==> src/rtl/pool_nl_accum.sv <==
// pool_nl_accum
// Post-adder-tree stage of the pool/nonlinearity unit. A valid bit travels
// alongside each sample through a delay line matched to the adder tree.
// Tree outputs are accumulated over several input-channel passes, with the
// bias added on the first pass. The result is saturated to WID bits, sent
// through the nonlinearity and max-pooled over a window of 1, 2 or 4 values.
// Pooled results are queued in a small output FIFO with valid/ready handshake.
//
// Build option:
//   POOL_NL_RELU_EN - when defined, negative values are clamped to zero
//                     before pooling. Otherwise the nonlinearity is identity.
//
// Ports:
//   clk, rst      - clock; asynchronous active-high reset
//   clear         - synchronous layer restart; also loads cfg_n_pass/cfg_pool
//   adder_enable  - adder tree enable; advances the valid delay line
//   sample_valid  - tree inputs this cycle carry a real sample
//   tree_sum      - signed adder tree output
//   bias          - signed bias, taken on the first pass of each output value
//   cfg_n_pass    - passes per output value (0 behaves as 1)
//   cfg_pool      - pool window select: 0->1, 1->2, 2/3->4
//   out_data      - FIFO head (0 while the FIFO is empty)
//   out_valid     - FIFO not empty
//   out_ready     - consumer takes the head this cycle
//   stall         - upstream must stop issuing samples
//   err_overflow  - sticky: a result was dropped because the FIFO was full

`ifndef WID_PE_BITS
`define WID_PE_BITS 16
`endif

module pool_nl_accum #(
   parameter int WID        = `WID_PE_BITS,
   parameter int ACC_GUARD  = 4,
   parameter int FIFO_DEPTH = 8,
   parameter int TREE_LAT   = 5
) (
   input  logic                  clk,
   input  logic                  rst,
   input  logic                  clear,
   input  logic                  adder_enable,
   input  logic                  sample_valid,
   input  logic signed [WID-1:0] tree_sum,
   input  logic signed [WID-1:0] bias,
   input  logic [3:0]            cfg_n_pass,
   input  logic [1:0]            cfg_pool,
   output logic signed [WID-1:0] out_data,
   output logic                  out_valid,
   input  logic                  out_ready,
   output logic                  stall,
   output logic                  err_overflow
);

   localparam int AW = WID + ACC_GUARD;
   localparam int PW = (FIFO_DEPTH > 1) ? $clog2(FIFO_DEPTH) : 1;
   localparam int CW = $clog2(FIFO_DEPTH + 1);
   localparam logic signed [AW-1:0] SAT_MAX = {{(ACC_GUARD + 1){1'b0}}, {(WID - 1){1'b1}}};
   localparam logic signed [AW-1:0] SAT_MIN = {{(ACC_GUARD + 1){1'b1}}, {(WID - 1){1'b0}}};
   localparam logic [CW-1:0] STALL_LEVEL = CW'(FIFO_DEPTH - TREE_LAT);
   localparam logic [CW-1:0] FULL_LEVEL  = CW'(FIFO_DEPTH);
   localparam logic [PW-1:0] LAST_SLOT   = PW'(FIFO_DEPTH - 1);

   logic [TREE_LAT-1:0]   vld;
   logic [3:0]            n_pass_r;
   logic [1:0]            pool_r;
   logic [3:0]            pass_cnt;
   logic [1:0]            pool_cnt;
   logic signed [AW-1:0]  acc;
   logic signed [WID-1:0] pmax;

   logic signed [WID-1:0] mem [FIFO_DEPTH];
   logic [PW-1:0]         rd_ptr;
   logic [PW-1:0]         wr_ptr;
   logic [CW-1:0]         count;

   logic                  x_valid;
   logic [3:0]            pass_last_idx;
   logic [1:0]            pool_last_idx;
   logic                  pass_last;
   logic                  pool_last;
   logic signed [AW-1:0]  acc_base;
   logic signed [AW-1:0]  acc_sum;
   logic signed [WID-1:0] sat_val;
   logic signed [WID-1:0] nl_val;
   logic signed [WID-1:0] pool_val;
   logic                  push;
   logic                  pop;
   logic                  do_write;

   // The valid bit follows the sample through the tree, moving only on the
   // cycles the tree itself moves so that a paused tree cannot create or
   // lose samples. clear discards everything still in flight.
   always_ff @(posedge clk or posedge rst) begin
      if (rst) begin
         vld <= '0;
      end else if (clear) begin
         vld <= '0;
      end else if (adder_enable) begin
         vld <= {vld[TREE_LAT-2:0], sample_valid};
      end
   end

   // Layer configuration is captured only on clear so a mid-layer change on
   // the cfg pins cannot split an output value across two settings.
   always_ff @(posedge clk or posedge rst) begin
      if (rst) begin
         n_pass_r <= '0;
         pool_r   <= '0;
      end else if (clear) begin
         n_pass_r <= cfg_n_pass;
         pool_r   <= cfg_pool;
      end
   end

   // Datapath from tree output to the value offered to the FIFO. A sample is
   // consumed only on an enabled cycle, since the tree output is held while
   // the tree is paused. The accumulator wraps freely in its guard bits and
   // saturation is applied once, on the final pass.
   always_comb begin
      x_valid       = adder_enable && vld[TREE_LAT-1] && !clear;
      pass_last_idx = (n_pass_r == 4'd0) ? 4'd0 : n_pass_r - 4'd1;
      pool_last_idx = (pool_r == 2'd0) ? 2'd0 : ((pool_r == 2'd1) ? 2'd1 : 2'd3);
      pass_last     = (pass_cnt == pass_last_idx);
      pool_last     = (pool_cnt == pool_last_idx);
      acc_base      = (pass_cnt == 4'd0) ? {{ACC_GUARD{bias[WID-1]}}, bias} : acc;
      acc_sum       = acc_base + {{ACC_GUARD{tree_sum[WID-1]}}, tree_sum};
      if (acc_sum > SAT_MAX) begin
         sat_val = SAT_MAX[WID-1:0];
      end else if (acc_sum < SAT_MIN) begin
         sat_val = SAT_MIN[WID-1:0];
      end else begin
         sat_val = acc_sum[WID-1:0];
      end
`ifdef POOL_NL_RELU_EN
      nl_val = sat_val[WID-1] ? '0 : sat_val;
`else
      nl_val = sat_val;
`endif
      pool_val = ((pool_cnt == 2'd0) || (nl_val > pmax)) ? nl_val : pmax;
      push     = x_valid && pass_last && pool_last;
      pop      = out_valid && out_ready;
      do_write = push && ((count != FULL_LEVEL) || pop);
   end

   // Pass and pool counters plus the running accumulator and pool maximum.
   // The pooled value is written to the FIFO on the same edge the window
   // closes, which keeps in-flight work bounded by the tree depth.
   always_ff @(posedge clk or posedge rst) begin
      if (rst) begin
         acc      <= '0;
         pass_cnt <= '0;
         pool_cnt <= '0;
         pmax     <= '0;
      end else if (clear) begin
         acc      <= '0;
         pass_cnt <= '0;
         pool_cnt <= '0;
         pmax     <= '0;
      end else if (x_valid) begin
         acc      <= acc_sum;
         pass_cnt <= pass_last ? 4'd0 : pass_cnt + 4'd1;
         if (pass_last) begin
            pmax     <= pool_val;
            pool_cnt <= pool_last ? 2'd0 : pool_cnt + 2'd1;
         end
      end
   end

   // Output FIFO. When full, a push is accepted only if the head leaves on
   // the same edge; otherwise the value is dropped and the error latches.
   always_ff @(posedge clk or posedge rst) begin
      if (rst) begin
         rd_ptr       <= '0;
         wr_ptr       <= '0;
         count        <= '0;
         err_overflow <= 1'b0;
         for (int i = 0; i < FIFO_DEPTH; i++) begin
            mem[i] <= '0;
         end
      end else if (clear) begin
         rd_ptr       <= '0;
         wr_ptr       <= '0;
         count        <= '0;
         err_overflow <= 1'b0;
      end else begin
         if (push && !do_write) begin
            err_overflow <= 1'b1;
         end
         if (do_write) begin
            mem[wr_ptr] <= pool_val;
            wr_ptr      <= (wr_ptr == LAST_SLOT) ? '0 : wr_ptr + PW'(1);
         end
         if (pop) begin
            rd_ptr <= (rd_ptr == LAST_SLOT) ? '0 : rd_ptr + PW'(1);
         end
         case ({do_write, pop})
            2'b10:   count <= count + CW'(1);
            2'b01:   count <= count - CW'(1);
            default: count <= count;
         endcase
      end
   end

   // Stall leaves room for every sample that can already be inside the tree
   // when upstream reacts, so an obeying producer never overflows the FIFO.
   always_comb begin
      out_valid = (count != '0);
      out_data  = out_valid ? mem[rd_ptr] : '0;
      stall     = (count >= STALL_LEVEL);
   end

endmodule

==> config.mk <==
export PLATFORM = sky130hd
export DESIGN_NAME = pool_nl_accum
export DESIGN_NICKNAME = d
export VERILOG_FILES = /design/src/rtl/pool_nl_accum.sv
export SDC_FILE = /design/constraint.sdc
export NUM_CORES = 1
export LEC_CHECK = 0
export BUFFER_PORTS_ARGS = -buffer_cell sky130_fd_sc_hd__buf_2
export CORE_MARGIN = 2
export CORE_UTILIZATION = 55
export CTS_CLUSTER_DIAMETER = 60
export CTS_CLUSTER_SIZE = 24
export DETAILED_ROUTE_END_ITERATION = 8
export HOLD_SLACK_MARGIN = 0.15
export PLACE_DENSITY = 0.73
export SKIP_LAST_GASP = 1
export SLEW_MARGIN = 0
export SYNTH_ARGS = -nofsm -noshare
export SYNTH_HDL_FRONTEND = slang
export SYNTH_SLANG_ARGS = --single-unit
==> constraint.sdc <==
create_clock -name clk -period 7.8 [get_ports clk]
set_input_delay 1.56 -clock clk [delete_from_list [all_inputs] [get_ports clk]]
set_output_delay 1.56 -clock clk [all_outputs]
set_load 0.02 [all_outputs]
After elaboration in Yosys (flattened, before gate mapping)
Cells that the tools add are included.
{"block": "word_totals", "register_bits": 192, "out_inout_bits": 19, "word_cells": 109}
{"block": "classes", "add_sub_neg": 8, "order_cmp": 7, "eq_ne": 8, "muxes": 38, "bitwise": 3, "reduce_logical": 26}
{"operator": "16-bit two-way mux", "count": 10}
{"operator": "128-bit bitwise mux", "count": 1}
{"operator": "20-bit two-way mux", "count": 3}
{"operator": "16-bit binary-select mux with 3-bit select", "count": 1}
{"operator": "16-bit demux with 3-bit select", "count": 1}
{"operator": "20-bit adder", "count": 1}
{"operator": "20-bit by 16-bit > comparator with 1-bit output (second input constant)", "count": 1}
{"operator": "20-bit by 16-bit < comparator with 1-bit output (second input constant)", "count": 1}
{"operator": "4-bit two-way mux", "count": 5}
{"operator": "3-bit two-way mux", "count": 6}
{"operator": "16-bit > comparator", "count": 1}
{"operator": "2-bit two-way mux", "count": 6}
{"operator": "2-bit nonzero test", "count": 6}
{"operator": "5-bit two-way mux", "count": 2}
{"operator": "4-bit by 1-bit adder with 4-bit output (second input constant)", "count": 2}
{"operator": "4-bit greater-or-equal comparator (second input constant)", "count": 2}
{"operator": "1-bit logical AND", "count": 8}
{"operator": "4-bit logical NOT", "count": 2}
{"operator": "3-bit inverter with 4-bit output", "count": 2}
{"operator": "4-bit one-hot mux with 2 select lines", "count": 1}
{"operator": "4-bit by 1-bit subtractor with 4-bit output (second input constant)", "count": 2}
{"operator": "3-bit by 1-bit adder with 3-bit output (second input constant)", "count": 2}
{"operator": "3-bit equality test (second input constant)", "count": 2}
{"operator": "2-bit by 1-bit equality test with 1-bit output (second input constant)", "count": 2}
{"operator": "15 further kinds", "count": 20}

Longest topological paths before layout
Gate-level depths: netlist (run 1).
{"block": "logic_depth", "word_depth": 12, "depth_mapped": 31, "ltp_nobuf": 25}

Least setup slack after synthesis (run 1)
OpenSTA, ideal clock, no wires.
{"block": "synth_timing", "kind": "in2reg", "start": "input bias[15]", "end": "register mem[110] (netlist bit)", "arrival_time_ns": 6.526, "slack_ns": 1.125, "path_stages": 23, "path_buffers": 5, "path_cell_list": "and2_1 -> a21o_1 -> ha_1 -> buf_4 -> a221oi_2 -> o21ai_1 -> nor3b_1 -> or4_4 -> a222oi_1 -> a22o_2 -> buf_4 -> clkbuf_1 -> nand2_1 -> ha_1 -> or4b_1 -> a211oi_1 -> o21ai_0 -> o21ai_1 -> buf_2 -> buf_2 -> nand2_1 -> mux2i_1 -> a21oi_1"}
{"block": "synth_via", "elab_chain_cells": 9}
{"element": "start, declared", "line": "44", "source": "input logic signed [WID-1:0] bias,"}
{"element": "20-bit two-way mux (*)", "line": "125", "source": "acc_base = (pass_cnt == 4'd0) ? {{ACC_GUARD{bias[WID-1]}}, bias} : acc;"}
{"element": "20-bit adder (*)", "line": "126", "source": "acc_sum = acc_base + {{ACC_GUARD{tree_sum[WID-1]}}, tree_sum};"}
{"element": "20-bit by 16-bit < comparator with 1-bit output", "line": "129", "source": "end else if (acc_sum < SAT_MIN) begin"}
{"element": "16-bit two-way mux", "line": "129"}
{"element": "16-bit two-way mux (*)", "line": "127", "source": "if (acc_sum > SAT_MAX) begin"}
{"element": "16-bit > comparator", "line": "139", "source": "pool_val = ((pool_cnt == 2'd0) || (nl_val > pmax)) ? nl_val : pmax;"}
{"element": "1-bit logical OR", "line": "139"}
{"element": "16-bit two-way mux (*)", "line": "139"}
{"element": "128-bit bitwise mux (*)", "line": "190", "source": "mem[wr_ptr] <= pool_val;"}
{"element": "end signal, assigned by index", "line": "190"}
{"element": "end, declared", "line": "71", "source": "logic signed [WID-1:0] mem [FIFO_DEPTH];"}
Mark *: on every way between the ends. The rest lies on a longest branch, timed or not.
A chain may end at the register's enable or synchronous reset.

Final worst setup path (run 1)
{"block": "layout_timing", "start": "register pass_cnt[0]", "end": "register mem[67] (netlist bit)"}
{"block": "layout_via", "elab_chain_cells": 10}
{"element": "start, declared", "line": "66", "source": "logic [3:0] pass_cnt;"}
{"element": "start signal, assigned", "line": "161", "source": "pass_cnt <= pass_last ? 4'd0 : pass_cnt + 4'd1;"}
{"element": "4-bit logical NOT", "line": "125"}
{"element": "20-bit two-way mux", "line": "125"}
{"element": "20-bit adder", "line": "126"}
{"element": "20-bit by 16-bit < comparator with 1-bit output", "line": "129"}
{"element": "16-bit two-way mux", "line": "129"}
{"element": "16-bit two-way mux", "line": "127"}
{"element": "16-bit > comparator", "line": "139"}
{"element": "1-bit logical OR", "line": "139"}
{"element": "16-bit two-way mux", "line": "139"}
{"element": "128-bit bitwise mux", "line": "190"}
Several ways; a longest one is shown, not always the timed one.

==> results of run 1 <==
## kinds of logic (layout without fill, tap and decap cells)
| group | Yosys count | in the layout | synth area share [%] |
|---|---|---|---|
| AO/OA/AOI/OAI | 282 | 282 | 15.4 |
| XOR/XNOR | 20 | 20 | 1.55 |
| adder cells (fa/ha/maj) | 46 | 46 | 5.21 |
| buffers and inverters | 94 | 158 | 4.18 |
| flip-flops | 192 | 192 | 42.4 |
| multiplexers | 190 | 190 | 20.5 |
| AND/OR/NAND/NOR | 240 | 240 | 10.8 |
## cell usage in the layout, fill, tap and decap left out, types with 4 or more instances in the layout
cell	n
mux4_2	32
clkbuf_16	17
a31oi_1	4
and2_1	6
and3_1	7
inv_6	4
nor2b_1	7
or3_1	4
inv_1	34
a221o_1	16
a22o_1	17
xnor2_1	13
mux2i_1	143
o211ai_1	6
nor2_1	44
o21a_1	5
buf_2	62
nand4_1	5
nor3_1	10
mux2_2	15
nand2b_1	7
nand3_1	7
a21o_1	16
nand2_1	113
dfrtp_1	191
buf_4	29
and4bb_2	4
xor2_1	7
o21ai_0	22
a21oi_1	149
ha_1	44
o21ai_1	18
## Yosys cell counts (3+ instances only)
library cell  number  share of area [%]
dfrtp_1          192                 42
a21oi_1          150                6.6
mux2i_1          143                 13
nand2_1          113                3.7
ha_1              44                4.9
nor2_1            44                1.5
inv_1             35                1.2
mux4_2            32                6.4
o21ai_0           22               0.97
clkbuf_1          20               0.66
o21ai_1           19               0.84
a22o_1            17                1.3
a21o_1            16                1.1
a221o_1           16                1.4
mux2_2            15                1.5
buf_4             14               0.93
buf_2             13               0.57
xnor2_1           13                1.0
nor3_1            10               0.44
and3_1             7               0.39
nand2b_1           7               0.39
nand3_1            7               0.31
nor2b_1            7               0.39
xor2_1             7               0.54
and2_1             6               0.33
buf_1              6               0.20
o211ai_1           6               0.40
nand4_1            5               0.28
o21a_1             5               0.33
a31oi_1            4               0.22
and4bb_2           4               0.44
buf_6              4               0.40
nor4_1             4               0.22
or3_1              4               0.22
a211oi_1           3               0.20
a32o_1             3               0.26
nand3b_1           3               0.20
nor3b_1            3               0.20
## worst min-delay path, stage by stage (launching register included)
cell and delay [ns]:
dfrtp_1 0.36, nand2_1 0.05, o21ai_0 0.06
## final timing paths
| kind | start | slack (ns) | cells past startpoint | end |
|---|---|---|---|---|
| min in group asynchronous | rst | 1.30 | 2 | mem[45] |
| setup / recovery | pass_cnt[0] | 0.88 | 24 | mem[67] |
| max in group asynchronous | rst | 4.99 | 3 | mem[32] |
| hold / removal | acc[1] | 0.50 | 2 | acc[1] |
| setup reg to reg | pass_cnt[0] | 0.88 | 24 | mem[67] |
| hold reg to reg | acc[1] | 0.50 | 2 | acc[1] |
## power groups by stage
stage          Clock, mW  Sequential [mW]  Combinational (mW)
6_report           0.913             1.03               0.610
4_1_cts            0.925             1.03               0.612
3_3_place_gp           0             1.05               0.598
3_5_place_dp           0             1.05               0.608
2_1_floorplan          0             1.04               0.432
5_1_grt            0.962             1.04               0.676
## area by class of cell
class / count / area, um2
clock buffer: 21 / 470
clock inverter: 11 / 144
fill: 1674 / 7730
inverter: 35 / 139
multi-input combinational: 778 / 6080
sequential: 192 / 4810
tap: 270 / 338
timing repair buffer: 91 / 528
## through the flow
step / power (mW) / worst slack (ns) / hold WS [ns] / utilization [%] / cells
after floorplan: 1.47 / 1.01 / 0.450 / - / 1064
after global placement: 1.65 / 0.998 / 0.465 / 58.7 / 1366
after detailed placement: 1.66 / 0.738 / 0.483 / 58.7 / 1366
after CTS: 2.57 / 0.996 / 0.503 / 61.8 / 1398
after global routing: 2.67 / 0.341 / 0.523 / 61.8 / 1398
final: 2.56 / 0.879 / 0.500 / 61.8 / 1398
## state kept, by name (all words and copies together) (netlist names)
| name | flops |
|---|---|
| n_pass_r | 4 |
| wr_ptr | 3 |
| vld | 5 |
| count | 4 |
| pool_cnt | 2 |
| pmax | 16 |
| pass_cnt | 4 |
| acc | 20 |
| pool_r | 2 |
| rd_ptr | 3 |
| err_overflow | 1 |
| mem | 128 |
## per-layer routing
metal | share of wire (%) | vias up
li1 | - | 4018
met3 | 6.4 | 47
met2 | 48 | 309
met1 | 43 | 4244
met4 | 2.1 | 0
met5 | 0 | -
==> results.ini, run 1 <==
[yosys]
synth_warnings = 0
ys_dominant_reg_cell = dfrtp_1
syn_area_mm2 = 0.0113
syn_nets = 1154
synth-edff-count = 0
async_flop_share_pct = 100
seq_area_frac_synth_pct = 42.4
ys_types = 69
ys_ff_latch = 192
syn-instance-count = 1064
syn-mean-instance-area_um2 = 10.7

[final_layout]
fin_area_mm2 = 0.0125
drive_above_1_share_pct = 17.4
antenna_cells = 0
fin_nets = 1205
area_delta_synth_final_pct = 10.3

[timing]
finalSetupViolCount = 0
finalCriticalPeriod_ns = 6.92
rsz0062_at_grt = no
worstMarginPinSlew_ns = 1.14
slew_headroom_pct = 23.7
finalCritPeriodShare_pct = 88.7
fmax_mhz = 144
hold_viol_final = 0
clock_skew_ns = 0.0143
tns_ns = 0
drv_slew = 0

[routing]
drc = 0
drt_iter0_markers = 594
vias = 8618
first_pass_iters = 5
routed_wl_mm = 28.4
drt-wirelength-per-cell_um = 20.3
ant_nets = 0
avgViaCountPerCell = 6.16

[placement]
placed_area_mm2 = 0.0119
post-dp-hpwl_mm = 18.6
io_buffer_count = 62
gp_congestion = 0.977

[cts]
cts_made_buffers = 17
cts-htree-levels = 4
cts_setup_buffers = 0
hold_buffers = 0
path_clk_slew_ns = 0.08
root_buffer = clkbuf_16
clk_latency_ns = 0.44
cts.sinks = 192
ctsResizeCount = 0
cts_tree = done
clockBufferDepth = 2

[global_route]
grt_start_max_net_pins = 120
grt_first_pass_wirelength_mm = 46.2
overflow = 0
antenna_found_initial = 0
grt_use_met2_pct = 43.7
grt_pass1_vias = 8613
grt_util_met3_pct = 4.69
grt_busiest_layer = met2
use_met1_pct = 37.0
gr-usage-all-layers_pct = 26.9

[power]
seqPwrFrac_pct = 40.4
p_clk_share_pct = 35.7
ir_worst_vdd_mv = 0.117
internal_power_mw = 1.74
netSwitchingFraction_pct = 31.8
p_leak_nw = 5.57
switchingPower_uw = 813
pwr-share-comb_pct = 23.9
p_per_area_mw_per_mm2 = 204

[setup_path]
slowest_stage = o211ai_1
path_cells = inv_1 -> ha_1 -> nand2_1 -> nand2_1 -> nand2_1 -> ha_1 -> a211oi_1 -> o211ai_1 -> a41o_1 -> a311o_1 -> and2_1 -> nor3b_2 -> buf_4 -> o211ai_1 -> nand2_1 -> ha_1 -> or4b_1 -> a211oi_1 -> o21ai_0 -> o21ai_2 -> buf_4 -> nand2_1 -> mux2i_1 -> a21oi_1
cpMostUsedCell = nand2_1
critPathRequiredTime_ns = 8.08
crit_fanout = 21
end_kind = flop
max_stage_delay_ns = 0.67
arrival_ns = 7.20
worst_path_dominant_cell_family = compound AO/OA/AOI/OAI gates
crit_type = flop to flop
cp_num_buf_inv = 3
worstSetupStartpointType = flop

[floorplan]
die_w_um = 148
die_area_mm2 = 0.0218
pin_count = 63
core-area_mm2 = 0.0202
fp.dieH_um = 148
placementRows = 52
initial_core_util_pct = 56.0

[flow_run]
cap_viol_max_count = 0

[hold_path]
worst_hold_path_type = flop to flop

[run_status]
status = finished clean

(Power assumes the default switching activity.)
==> run 2, diff against run 1 <==
ABC_AREA = 1   (was unset)
CELL_PAD_IN_SITES_DETAIL_PLACEMENT = 1   (was unset)
CELL_PAD_IN_SITES_GLOBAL_PLACEMENT = 1   (was unset)
CORE_UTILIZATION = 40   (was 55)
PLACE_DENSITY = 0.72   (was 0.73)
==> run 2 against run 1 <==
  * Clock skew up 0.0045 ns
  * Largest power group is now combinational cells
  * Area after synthesis down 0.26%
  * Critical path type unchanged
  * Hold slack worse by 0.024 ns
  * Sequential cell count unchanged
  * Highest routed layer unchanged
==> results.ini, run 2 <==
[run_status]
status = finished clean  ; unchanged

[floorplan]
die_w_um = 172  ; was 148 um
pin_count = 63  ; unchanged
core-area_mm2 = 0.0278  ; was 0.0202 mm2
die_area_mm2 = 0.0296  ; was 0.0218 mm2
placementRows = 61  ; was 52
initial_core_util_pct = 40.7  ; was 56.0%
fp.dieH_um = 172  ; was 148 um

[timing]
drv_slew = 0  ; unchanged
tns_ns = 0  ; unchanged
hold_viol_final = 0  ; unchanged
finalCritPeriodShare_pct = 85.7  ; was 88.7%
rsz0062_at_grt = no  ; unchanged
fmax_mhz = 150  ; was 144 MHz
clock_skew_ns = 0.0188  ; was 0.0143 ns
worstMarginPinSlew_ns = 1.10  ; was 1.14 ns
slew_headroom_pct = 26.4  ; was 23.7%
finalSetupViolCount = 0  ; unchanged
finalCriticalPeriod_ns = 6.69  ; was 6.92 ns
fin_ws_ns = 1.11  ; was 0.879 ns

[cts]
path_clk_slew_ns = 0.08  ; about the same
cts-htree-levels = 4  ; unchanged
clockBufferDepth = 2  ; unchanged
clk_latency_ns = 0.46  ; was 0.44 ns
cts.sinks = 192  ; unchanged
cts_setup_buffers = 0  ; unchanged
cts_tree = done  ; unchanged
ctsResizeCount = 0  ; unchanged
root_buffer = clkbuf_16  ; unchanged
hold_buffers = 0  ; unchanged
cts_made_buffers = 17  ; unchanged

[routing]
drt-wirelength-per-cell_um = 19.4  ; was 20.3 um
ant_nets = 0  ; unchanged
routed_wl_mm = 37.4  ; was 28.4 mm
drt_iter0_markers = 781  ; was 594
drc = 0  ; unchanged
vias = 10428  ; was 8,618
first_pass_iters = 7  ; was 5
avgViaCountPerCell = 5.42  ; was 6.16

[yosys]
ys_top_cells_by_area = dfrtp_1 (42%), nand2_1 (16%), nand3_1 (7.5%)  ; was dfrtp_1 (42%), mux2i_1 (13%), a21oi_1 (6.6%)
ys_types = 46  ; was 69
synth-edff-count = 0  ; unchanged
synth_warnings = 0  ; unchanged
yosys-top-cells-count = nand2_1 (497), dfrtp_1 (192), nand3_1 (170)  ; was dfrtp_1 (192), a21oi_1 (150), mux2i_1 (143)
syn_nets = 1590  ; was 1,154
syn-mean-instance-area_um2 = 7.54  ; was 10.7 um2
syn-instance-count = 1500  ; was 1,064
syn_area_mm2 = 0.0113  ; about the same
async_flop_share_pct = 100  ; unchanged
ys_dominant_reg_cell = dfrtp_1  ; unchanged
yosysTopAreaCell = dfrtp_1  ; unchanged
seq_area_frac_synth_pct = 42.5  ; was 42.4%
ys_ff_latch = 192  ; unchanged
synth_most_common_cell = nand2_1  ; was dfrtp_1
synth_top_area_share_pct = 42.5  ; was 42.4%

[setup_path]
critPathRequiredTime_ns = 8.13  ; was 8.08 ns
timing.rr.end = pmax[13]  ; was mem[67]
max_stage_delay_ns = 0.53  ; was 0.67 ns
r2r_setup_slack_ns = 1.11  ; was 0.88 ns
critPathLaunch = pass_cnt[0]  ; unchanged
worst_path_dominant_cell_family = simple AND/OR/NAND/NOR gates  ; was compound AO/OA/AOI/OAI gates
end_kind = flop  ; unchanged
reg2reg_depth = 36  ; was 24
slowest_stage = nand2_2  ; was o211ai_1
crit_fanout = 27  ; was 21
worstSetupStartpointType = flop  ; unchanged
cp_num_buf_inv = 7  ; was 3
cpMostUsedCell = nand2_1  ; unchanged
crit_type = flop to flop  ; unchanged
arrival_ns = 7.02  ; was 7.20 ns
worstReg2RegStart = pass_cnt[0]  ; unchanged

[final_layout]
fin_util_pct = 44.8  ; was 61.8%
final_cell_mix = nand2_1 (496), dfrtp_1 (191), nand3_1 (170), o21ai_0 (133), nor2_1 (131)  ; was dfrtp_1 (191), a21oi_1 (149), mux2i_1 (143), nand2_1 (113), buf_2 (62)
largest_register_ffs = 128  ; unchanged
fin_nets = 1622  ; was 1,205
drive_above_1_share_pct = 9.77  ; was 17.4%
register_area_mm2 = 0.00481  ; unchanged
fillers = 3586  ; was 1,674
fin_area_mm2 = 0.0125  ; about the same
layout_commonest_cell = nand2_1  ; was dfrtp_1
area_delta_synth_final_pct = 10.2  ; was 10.3%
multiInputGateArea_mm2 = 0.00573  ; was 0.00608 mm2
regMostFlops = mem  ; unchanged
largestRegisters = mem x128, acc x20, pmax x16  ; unchanged
antenna_cells = 0  ; unchanged

[placement]
dp_slack_ns = 1.05  ; was 0.738 ns
gp_congestion = 0.812  ; was 0.977
post-dp-hpwl_mm = 23.7  ; was 18.6 mm
io_buffer_count = 62  ; unchanged
placed_area_mm2 = 0.0119  ; about the same

[global_route]
grt_pass1_vias = 10876  ; was 8,613
gr-usage-all-layers_pct = 26.4  ; was 26.9%
grt_first_pass_wirelength_mm = 59.9  ; was 46.2 mm
overflow = 0  ; unchanged
antenna_found_initial = 0  ; unchanged
grt_start_max_net_pins = 121  ; was 120

[power]
p_per_area_mw_per_mm2 = 238  ; was 204 mW/mm2
p_leak_nw = 6.68  ; was 5.57 nW
ir_worst_vdd_mv = 0.163  ; was 0.117 mV
finalPower_mw = 2.97  ; was 2.56 mW

[hold_path]
hp-start = mem[45]  ; was acc[1]
whs_path_depth = 2  ; unchanged
worst_hold_path_type = flop to flop  ; unchanged
holdPathEnd = mem[45]  ; was acc[1]

[flow_run]
cap_viol_max_count = 0  ; unchanged

-- run 2: cell count changes after synthesis, moves of 16 or more --
cell,delta
a21oi_1,-122
a221o_1,-16
mux4_2,-32
o21ai_0,+111
nand2_1,+384
nand3_1,+163
nor2_1,+87
mux2i_1,-143
inv_1,+67
-- run 2: cells by family after synthesis --
kind of cell | count (synthesis) | share of synthesized area [%]
simple gates | 847 | 33.0
compound gates | 219 | 10.6
flops | 192 | 42.5
buf+inv | 173 | 6.88
fa+ha+maj | 46 | 5.22
xor+xnor | 23 | 1.78
-- run 2: per-stage QoR --
| step | hold slack (ns) | cells |
|---|---|---|
| after floorplan | 0.443 | 1500 |
| after global placement | 0.457 | 1891 |
| after detailed placement | 0.461 | 1891 |
| after CTS | 0.480 | 1923 |
| after global routing | 0.493 | 1923 |
| final | 0.476 | 1923 |
-- run 2: area by class of cell --
type                       instances  share of cell area (%)
sequential                       192                    38.6
tap                              378                    3.80
timing repair buffer              72                    3.09
clock buffer                      17                    3.42
clock inverter                    15                    1.33
inverter                         114                    3.79
multi-input combinational       1135                    46.0
-- run 2: power by group --
| group | switching, mW | total, mW | leakage [nW] | internal, mW |
|---|---|---|---|---|
| sequential | 0.0126 | 1.03 | 2.66 | 1.02 |
| combinational | 0.756 | 1.04 | 3.73 | 0.280 |
| clock | 0.448 | 0.905 | 0.289 | 0.457 |
| total | 1.22 | 2.97 | 6.68 | 1.75 |
-- run 2: worst max path at each step --
stage | endpoint | slack, ns | cells after the start
3_3_place_gp | mem[93] | 1.33 | 32
5_1_grt | mem[93] | 0.41 | 36
6_report | pmax[13] | 1.11 | 36
3_5_place_dp | mem[93] | 1.05 | 32
4_1_cts | pmax[13] | 1.06 | 36
2_1_floorplan | acc[0] | 1.01 | 1
-- run 2: per-layer routing --
layer  up-vias  part of all wire (%)  GRT usage (%)
li1       4964                     -              -
met1      5233                    45           35.4
met2       195                    50           45.7
met3        36                   4.0           2.98
met4         0                   1.5           6.58
met5         -                     0              0
-- run 2: worst register-to-register path: cells and delay by family, from the launching register on --
kind          cells  cell delay [ns]
flops             1             0.43
fa+ha+maj         4             1.10
simple gates     25             3.61
buf+inv           7             1.41
